**config.mk**
```make
export PLATFORM = sky130hd
export DESIGN_NAME = fpu_cmp_serial_2b
export DESIGN_NICKNAME = d
export VERILOG_FILES = /design/src/rtl/fpu_cmp_serial_2b.sv
export SDC_FILE = /design/constraint.sdc
export NUM_CORES = 1
export LEC_CHECK = 0
export CORE_ASPECT_RATIO = 0.8
export CORE_MARGIN = 2
export CORE_UTILIZATION = 45
export CTS_CLUSTER_SIZE = 10
export DETAILED_ROUTE_END_ITERATION = 6
export PLACE_DENSITY = 0.83
export SYNTH_ARGS = -nofsm -noshare
export SYNTH_HDL_FRONTEND = slang
export SYNTH_SLANG_ARGS = --single-unit
export TNS_END_PERCENT = 5
```
**constraint.sdc**
```tcl
create_clock -name rclk -period 4.05 [get_ports rclk]
set_input_delay 0.6075 -clock rclk [delete_from_list [all_inputs] [get_ports rclk]]
set_output_delay 0.6075 -clock rclk [all_outputs]
set_load 0.01 [all_outputs]
```
**src/rtl/fpu_cmp_serial_2b.sv**
```systemverilog
// ---------------------------------------------------------------------------
// fpu_cmp_serial_2b
// Multi-cycle unsigned magnitude comparator for FPU operands. Operands are
// scanned two bits per cycle starting at the MSB slice; the first differing
// slice decides the result.
//
// Configuration macro:
//   FPU_CMP_EARLY_EXIT_EN  defined   : scan stops at the first differing slice
//                          undefined : scan always covers all WIDTH/2 slices
//                                      (constant latency, identical results)
//
// Parameters:
//   WIDTH          operand width, even and >= 2 (N = WIDTH/2 slices)
// Ports:
//   rclk           clock, all state on the rising edge
//   reset          synchronous active-high reset
//   start_vld      compare request
//   start_rdy      idle; request accepted this cycle when start_vld=1
//   din1, din2     operands, sampled only on accept
//   busy           comparison in progress
//   cmp_done       one-cycle pulse, results valid
//   din2_gt_din1   din2 > din1
//   din1_gt_din2   din1 > din2
//   din2_neq_din1  din2 != din1
// ---------------------------------------------------------------------------
module fpu_cmp_serial_2b #(
    parameter int unsigned WIDTH = 64
) (
    input  logic             rclk,
    input  logic             reset,
    input  logic             start_vld,
    output logic             start_rdy,
    input  logic [WIDTH-1:0] din1,
    input  logic [WIDTH-1:0] din2,
    output logic             busy,
    output logic             cmp_done,
    output logic             din2_gt_din1,
    output logic             din1_gt_din2,
    output logic             din2_neq_din1
);

    localparam int unsigned N     = WIDTH / 2;
    localparam int unsigned IDX_W = (N > 1) ? $clog2(N) : 1;
    localparam logic [IDX_W-1:0] IDX_MAX = IDX_W'(N - 1);

    typedef enum logic [1:0] {
        ST_IDLE = 2'd0,
        ST_SCAN = 2'd1,
        ST_DONE = 2'd2
    } state_e;

    state_e             state_q, state_d;
    logic [IDX_W-1:0]   idx_q, idx_d;
    logic [WIDTH-1:0]   op1_q, op1_d;
    logic [WIDTH-1:0]   op2_q, op2_d;
    logic               g21_q, g21_d;
    logic               g12_q, g12_d;
    logic               neq_q, neq_d;
    logic               rdy_q, rdy_d;
    logic               busy_q, busy_d;
    logic               done_q, done_d;
`ifndef FPU_CMP_EARLY_EXIT_EN
    // First difference seen during a constant-latency scan.
    logic               rec_vld_q, rec_vld_d;
    logic               rec_g21_q, rec_g21_d;
    logic               rec_g12_q, rec_g12_d;
`endif

    logic [1:0]         slice1_c;
    logic [1:0]         slice2_c;
    logic               slice_gt_c;
    logic               slice_lt_c;
    logic               slice_neq_c;
    logic               last_slice_c;

    // Current 2-bit slice of each operand, bits [2*idx+1 : 2*idx].
    assign slice1_c = 2'(op1_q >> {idx_q, 1'b0});
    assign slice2_c = 2'(op2_q >> {idx_q, 1'b0});

    // Slice compare: gt means din2 slice > din1 slice, lt the reverse.
    assign slice_gt_c = (~slice1_c[1] & slice2_c[1]) |
                        (~(slice1_c[1] ^ slice2_c[1]) & ~slice1_c[0] & slice2_c[0]);
    assign slice_lt_c = (~slice2_c[1] & slice1_c[1]) |
                        (~(slice1_c[1] ^ slice2_c[1]) & ~slice2_c[0] & slice1_c[0]);
    assign slice_neq_c  = slice_gt_c | slice_lt_c;
    assign last_slice_c = (idx_q == IDX_W'(0));

    // State register.
    always_ff @(posedge rclk) begin
        if (reset) begin
            state_q <= ST_IDLE;
        end else begin
            state_q <= state_d;
        end
    end

    // Next-state logic.
    always_comb begin
        state_d = state_q;
        case (state_q)
            ST_IDLE: begin
                if (start_vld) begin
                    state_d = ST_SCAN;
                end
            end
            ST_SCAN: begin
`ifdef FPU_CMP_EARLY_EXIT_EN
                if (slice_neq_c || last_slice_c) begin
                    state_d = ST_DONE;
                end
`else
                if (last_slice_c) begin
                    state_d = ST_DONE;
                end
`endif
            end
            ST_DONE: begin
                state_d = ST_IDLE;
            end
            default: begin
                state_d = ST_IDLE;
            end
        endcase
    end

    // Datapath and next values of the registered outputs.
    always_comb begin
        idx_d = idx_q;
        op1_d = op1_q;
        op2_d = op2_q;
        g21_d = g21_q;
        g12_d = g12_q;
`ifndef FPU_CMP_EARLY_EXIT_EN
        rec_vld_d = rec_vld_q;
        rec_g21_d = rec_g21_q;
        rec_g12_d = rec_g12_q;
`endif
        case (state_q)
            ST_IDLE: begin
                if (start_vld) begin
                    op1_d = din1;
                    op2_d = din2;
                    idx_d = IDX_MAX;
                    g21_d = 1'b0;
                    g12_d = 1'b0;
`ifndef FPU_CMP_EARLY_EXIT_EN
                    rec_vld_d = 1'b0;
                    rec_g21_d = 1'b0;
                    rec_g12_d = 1'b0;
`endif
                end
            end
            ST_SCAN: begin
                if (!last_slice_c) begin
                    idx_d = idx_q - IDX_W'(1);
                end
`ifdef FPU_CMP_EARLY_EXIT_EN
                // Equal operands leave the flags at their cleared value.
                if (slice_neq_c) begin
                    g21_d = slice_gt_c;
                    g12_d = slice_lt_c;
                end
`else
                // Only the most significant difference counts.
                if (!rec_vld_q && slice_neq_c) begin
                    rec_vld_d = 1'b1;
                    rec_g21_d = slice_gt_c;
                    rec_g12_d = slice_lt_c;
                end
                // Publish the result only when DONE is entered.
                if (last_slice_c) begin
                    g21_d = rec_vld_q ? rec_g21_q : slice_gt_c;
                    g12_d = rec_vld_q ? rec_g12_q : slice_lt_c;
                end
`endif
            end
            default: begin
            end
        endcase
        neq_d  = g21_d | g12_d;
        rdy_d  = (state_d == ST_IDLE);
        busy_d = (state_d != ST_IDLE);
        done_d = (state_d == ST_DONE);
    end

    // Control, index and result registers.
    always_ff @(posedge rclk) begin
        if (reset) begin
            idx_q     <= IDX_MAX;
            g21_q     <= 1'b0;
            g12_q     <= 1'b0;
            neq_q     <= 1'b0;
            rdy_q     <= 1'b1;
            busy_q    <= 1'b0;
            done_q    <= 1'b0;
`ifndef FPU_CMP_EARLY_EXIT_EN
            rec_vld_q <= 1'b0;
            rec_g21_q <= 1'b0;
            rec_g12_q <= 1'b0;
`endif
        end else begin
            idx_q     <= idx_d;
            g21_q     <= g21_d;
            g12_q     <= g12_d;
            neq_q     <= neq_d;
            rdy_q     <= rdy_d;
            busy_q    <= busy_d;
            done_q    <= done_d;
`ifndef FPU_CMP_EARLY_EXIT_EN
            rec_vld_q <= rec_vld_d;
            rec_g21_q <= rec_g21_d;
            rec_g12_q <= rec_g12_d;
`endif
        end
    end

    // Operand registers need no reset; they are loaded on every accept.
    always_ff @(posedge rclk) begin
        op1_q <= op1_d;
        op2_q <= op2_d;
    end

    assign start_rdy     = rdy_q;
    assign busy          = busy_q;
    assign cmp_done      = done_q;
    assign din2_gt_din1  = g21_q;
    assign din1_gt_din2  = g12_q;
    assign din2_neq_din1 = neq_q;

endmodule

```
After elaboration in Yosys (flattened, before gate mapping)
Index checks and enable logic that the tools add are counted.
Storage, ports and cells
  flip-flop bits (word level): 144
  word-level logic and storage cells: 68
  input port bits: 131
Operators by class
  bitwise gates (word level): 16
  equality and inequality tests: 5
  multiplexer cells: 21
  reductions and logical operators: 10
  shifts and indexed selects: 2
  add/sub/neg operators: 1
Operator list (count)
  $shr A64 B6 Y2: 2
  $mux W1: 10
  $mux W5: 2
  $pmux W1 S2: 5
  $pmux W5 S2: 1
  $and A1 B1 Y1: 6
  $ne A2 B2 Y1 const B: 3
  $reduce_and A3 Y1: 2
  $logic_not A5 Y1: 1
  $not A1 Y1: 5
  $sub A5 B1 Y5 const B: 1
  $logic_not A2 Y1: 2
  $mux W2: 2
  $or A1 B1 Y1: 4
  $pmux W2 S2: 1
  $reduce_bool A2 Y1: 2
  $eq A2 B1 Y1 const B: 1
  $eq A2 B2 Y1 const B: 1
  $reduce_and A2 Y1: 1
  $logic_and A1 B1 Y1: 1
  $logic_not A1 Y1: 1
  $xor A1 B1 Y1: 1

Logic depth before layout (Yosys ltp)
  depth after elaboration: 10
  gate-level depth with buffers: 14

Least setup slack after synthesis
Ideal clock, no wire load.
  kind: input-to-reg
  from: input start_vld
  to: register rec_g21_q
  stages on the path: 4
  required time: 3.927 ns
  setup slack: 0.260 ns
  buffers on the path: 0
  arrival: 3.667 ns
  library setup time: 0.123 ns
  cell sequence: nand2_1 inv_1 nor3b_1 mux2_1
On the way
  word-level cells in the longest chain between the ends: 2
RTL lines
  from (decl): line 31  | input logic start_vld,
  $ne A2 B2 Y1 (no line)
  $reduce_and A3 Y1 (no line)
  to (signal assigned): line 211  | rec_g21_q <= rec_g21_d;
  to (decl): line 65  | logic rec_g21_q, rec_g21_d;
Every way passes these cells.
A chain may end at the register's enable or synchronous reset.

Final worst setup path
  from: register idx_q[0]
  to: register rec_g21_q
On the way
  word-level cells in the longest chain between the ends: 10
  elaborated cells between the ends (all ways): 22
RTL lines
  from (decl): line 53  | logic [IDX_W-1:0] idx_q, idx_d;
  from (signal assigned): line 202  | idx_q <= idx_d;
  $shr A64 B6 Y2, on equally long branches: line 77, 78
  $xor A1 B1 Y1: line 82, 84
  $not A1 Y1: line 82, 84
  $and A1 B1 Y1, on equally long branches (2 in a row): line 82, 84
  $or A1 B1 Y1, on equally long branches: line 81, 83
  $or A1 B1 Y1: line 85  | assign slice_neq_c = slice_gt_c | slice_lt_c;
  $logic_and A1 B1 Y1: line 165  | if (!rec_vld_q && slice_neq_c) begin
  $ne A2 B2 Y1 (no line)
  $reduce_and A3 Y1 (no line)
Parallel ways exist; a longest one is shown, timed or not. The select of a mux whose other input is x is not followed.

==> flow_metrics.env <==
export IMPL_leakagePower_nw=2.812
export IMPL_postCtsSetupBuffers=0
export IMPL_first_global_vias=3407
export IMPL_number_of_buffer_and_inverter_instances_along_the_worst_setup_path=1
export IMPL_cap_viol_max_count=0
export IMPL_grt_start_max_net_pins=64
export IMPL_grt_setup_unrepaired="false"
export IMPL_synth_edf_count=128
export IMPL_worst_clock_skew_ns=0.007205
export IMPL_startpoint_type_of_the_worst_setup_path="flop"
export IMPL_critical_path_max_fanout=18
export IMPL_route_final_wire_length_um=11030
export IMPL_postLayoutCellArea_um2=7820
export IMPL_postSynthAreaPerCell_um2=18.99
export IMPL_first_pass_drt_iterations=4
export IMPL_globalRouteOverflowTotal=0
export IMPL_ant_nets=0
export IMPL_setup_viol=0
export IMPL_cp_data_arrival_time_ns=3.63
export IMPL_synth_async_reset_ratio_pct=0
export IMPL_most_area_consuming_cells_after_synthesis="sky130_fd_sc_hd__edfxtp_1 (68%), sky130_fd_sc_hd__mux4_2 (12%), sky130_fd_sc_hd__dfxtp_1 (5.6%)"
export IMPL_hold_viol=0
export IMPL_post_cts_hold_buffer_count=0
export IMPL_drtIter0Drc=173
export IMPL_drc=0
export IMPL_detail_route_vias_per_cell=5.116
export IMPL_final_util_pct=63.83
export IMPL_die_width_um=129.6
export IMPL_synthAdderAreaFrac_pct=0.6612
export IMPL_dp_final_hpwl_um=7847
export IMPL_cpPeakStageDelay_ns=0.75
export IMPL_clk_lat_worst_skew_ns=0.41
export IMPL_port_buffer_count=136
export IMPL_synth_top_flop_cell="sky130_fd_sc_hd__edfxtp_1"
export IMPL_worst_r2r_cell_count=10
export IMPL_slew_headroom_pct=47.84
export IMPL_holdCritPathClass="flop to flop"
export IMPL_synth_simple_gate_area_share_pct=5.444
export IMPL_hold_path_depth=2
export IMPL_ys_ff_latch=144
export IMPL_antenna_cells_inserted=0
export IMPL_fillerInstances=867
export IMPL_power_net_switching_uw=693.4
export IMPL_tritoncts="done"
export IMPL_htree_levels=4
export IMPL_final_layout_size_suffix_gt1_share_pct=16.63
export IMPL_finalSetupTns_ns=0
export IMPL_hold_slack_ns=0.5140
export IMPL_vdd_drop_max_mv=0.3168
export IMPL_slowest_stage="sky130_fd_sc_hd__dfxtp_2"
export IMPL_synth_seq_area_share_pct=73.35
export IMPL_initial_utilization_pct=46.33
export IMPL_switching_share_pct=19.13
export IMPL_run_status="finished, final reports clean"
export IMPL_synth_compound_gate_area_share_pct=2.755
export IMPL_finalPower_mw=3.625
export IMPL_timing_max_transition_violations_final=0
export IMPL_place_gp_congestion=0.8412
export IMPL_max_clock_path_buffers=2
export IMPL_area_delta_synth_final_pct=37.76
export IMPL_layout_nets=580
export IMPL_synth_mux_area_share_pct=15.01
export IMPL_routed_wire_length_per_instance_um=17.57
export IMPL_crit_path_end_kind="flop"
export IMPL_detailed_place_area_um2=7221
export IMPL_max_clock_freq_mhz=299.9
export IMPL_tightestPinTransition_ns=0.7824
export IMPL_first_pass_grt_wire_length_um=17310
export IMPL_critical_path_class="flop to flop"
export IMPL_comb_pwr_share_pct=8.2
export IMPL_die_y_um=104.5
export IMPL_timing_final_crit_share_pct=82.34
export IMPL_mappedNetlistArea_um2=5677
export IMPL_clkTransAtPathRegs_ns=0.05
export IMPL_antenna_violations_before_repair=0
export IMPL_buffer_cell_driving_the_clock_tree_root="sky130_fd_sc_hd__clkbuf_16"
export IMPL_synth_fp_nets=433
export IMPL_clock_power_share_pct=43.4
export IMPL_clkSinkCount=144
export IMPL_ys_warn_count=0
export IMPL_timing_critical_path_depth=10
export IMPL_floorplan_io_pins=137
export IMPL_synth_lib_cells_used_distinct=48
export IMPL_internal_power_mw=2.932
export IMPL_main_combinational_cell_family_by_area_after_synthesis="multiplexers"
export IMPL_core_area_um2=12250
export IMPL_via_count=3213
export IMPL_layout_min_cycle_time_ns=3.335
export IMPL_die_area_um2=13540
export IMPL_crit_path_cell_trace="mux4_2 -> mux4_2 -> nand2_1 -> and2_1 -> inv_1 -> ha_1 -> nand2_1 -> or3_4 -> nand3_2 -> mux2_1"
export IMPL_power_frac_seq_pct=48.4
export IMPL_crit_required_ns=4.35
export IMPL_p_per_area_nw_per_um2=463.6
export IMPL_netlist_instances=299
export IMPL_post_synth_xor_area_fraction_pct=0.4629
export IMPL_grt_usage_pct=17.33
export IMPL_post_cts_resized=0
export IMPL_path_delay_family="multiplexers"
export IMPL_netlist_top_cell_by_area="sky130_fd_sc_hd__edfxtp_1"
export IMPL_placement_rows=36
export IMPL_post_synth_top_area_fraction_pct=67.71
export IMPL_cts_inserted_buffers=17
## stage by stage
stage	setup slack (ns)	std cells
floorplan	0.2596	299
global placement	0.7541	598
detailed placement	0.6948	598
CTS	0.6677	628
global route	0.5444	628
finish	0.7152	628
## flip-flops by register name (all words and copies together) (netlist names), 2 cells and up
signal   cells
op2_q       64
state_q      2
op1_q       64
idx_q        5
## worst reg2reg max path, stage by stage (launching register included)
cell and delay [ns]:
sky130_fd_sc_hd__dfxtp_2 0.75, sky130_fd_sc_hd__mux4_2 0.59, sky130_fd_sc_hd__mux4_2 0.48, sky130_fd_sc_hd__nand2_1 0.08, sky130_fd_sc_hd__and2_1 0.14, sky130_fd_sc_hd__inv_1 0.05, sky130_fd_sc_hd__ha_1 0.32, sky130_fd_sc_hd__nand2_1 0.06
sky130_fd_sc_hd__or3_4 0.34, sky130_fd_sc_hd__nand3_2 0.11, sky130_fd_sc_hd__mux2_1 0.31
## synthesized netlist by cell type, types with 2 or more instances
cell,n
sky130_fd_sc_hd__a31oi_1,3
sky130_fd_sc_hd__and2_1,4
sky130_fd_sc_hd__buf_2,6
sky130_fd_sc_hd__buf_4,2
sky130_fd_sc_hd__buf_6,3
sky130_fd_sc_hd__clkbuf_1,2
sky130_fd_sc_hd__dfxtp_1,16
sky130_fd_sc_hd__edfxtp_1,128
sky130_fd_sc_hd__ha_1,3
sky130_fd_sc_hd__inv_1,11
sky130_fd_sc_hd__mux2_2,2
sky130_fd_sc_hd__mux2i_1,12
sky130_fd_sc_hd__mux4_2,31
sky130_fd_sc_hd__nand2_1,17
sky130_fd_sc_hd__nand2b_1,3
sky130_fd_sc_hd__nand3_1,4
sky130_fd_sc_hd__nand3b_1,2
sky130_fd_sc_hd__nor2_1,12
sky130_fd_sc_hd__nor2b_1,3
sky130_fd_sc_hd__nor3_1,2
sky130_fd_sc_hd__o21ai_0,4
sky130_fd_sc_hd__o221ai_2,2
sky130_fd_sc_hd__xnor2_1,2
## cell families (layout without fill, tap and decap cells)
| logic type | count (synthesis) | in the layout |
|---|---|---|
| fa+ha+maj | 3 | 3 |
| simple gates | 58 | 58 |
| compound gates | 20 | 20 |
| xor+xnor | 3 | 3 |
| flops | 144 | 144 |
| mux | 46 | 46 |
| buf+inv | 25 | 183 |
## layer usage
| layer | track usage, % | share of wire, % | vias up |
|---|---|---|---|
| li1 | - | - | 1484 |
| met1 | 22.38 | 43 | 1582 |
| met2 | 28.31 | 50 | 135 |
| met3 | 4.681 | 6.5 | 12 |
| met4 | 5.991 | 0.95 | 0 |
| met5 | 0 | 0 | - |
## cell usage in the layout, fill, tap and decap left out, types with 2 or more instances in the layout
master	instances
sky130_fd_sc_hd__mux2_2	2
sky130_fd_sc_hd__xnor2_1	2
sky130_fd_sc_hd__nand3_1	4
sky130_fd_sc_hd__edfxtp_1	128
sky130_fd_sc_hd__a31oi_1	3
sky130_fd_sc_hd__nor2_1	12
sky130_fd_sc_hd__mux4_2	31
sky130_fd_sc_hd__dfxtp_1	14
sky130_fd_sc_hd__dfxtp_2	2
sky130_fd_sc_hd__buf_4	4
sky130_fd_sc_hd__and2_1	4
sky130_fd_sc_hd__nand2b_1	3
sky130_fd_sc_hd__clkinv_2	4
sky130_fd_sc_hd__ha_1	3
sky130_fd_sc_hd__o21ai_0	4
sky130_fd_sc_hd__clkdlybuf4s50_1	136
sky130_fd_sc_hd__nand2_1	17
sky130_fd_sc_hd__nor3_1	2
sky130_fd_sc_hd__nand3b_1	2
sky130_fd_sc_hd__nor2b_1	3
sky130_fd_sc_hd__o221ai_2	2
sky130_fd_sc_hd__clkinv_4	3
sky130_fd_sc_hd__clkbuf_16	17
sky130_fd_sc_hd__inv_1	10
sky130_fd_sc_hd__clkbuf_1	2
sky130_fd_sc_hd__bufinv_16	4
sky130_fd_sc_hd__mux2i_1	12
## final timing paths
check	start	endpoint	slack (ns)
worst min register to register	rec_g12_q	rec_g12_q	0.51
worst max register to register	idx_q[0]	rec_g21_q	0.72
worst max-delay path	idx_q[0]	rec_g21_q	0.72
worst min-delay path	rec_g12_q	rec_g12_q	0.51
## final cells by class
cell class | count | area [um^2] | area share (%)
tap | 171 | 214.0 | 2.736
clock buffer | 19 | 432.9 | 5.536
inverter | 12 | 47.55 | 0.6080
multi-input combinational | 130 | 1381 | 17.66
timing repair buffer | 141 | 1411 | 18.05
sequential | 144 | 4167 | 53.28
clock inverter | 11 | 166.4 | 2.128
## power by group through the flow
stage	combinational [mW]	clock [mW]	sequential, mW
after CTS	0.300	1.61	1.76
final	0.298	1.57	1.75
after global routing	0.320	1.66	1.76
after global placement	0.292	0	1.78
after detailed placement	0.299	0	1.79
after floorplan	0.140	0	1.78
(Power assumes the default switching activity.)
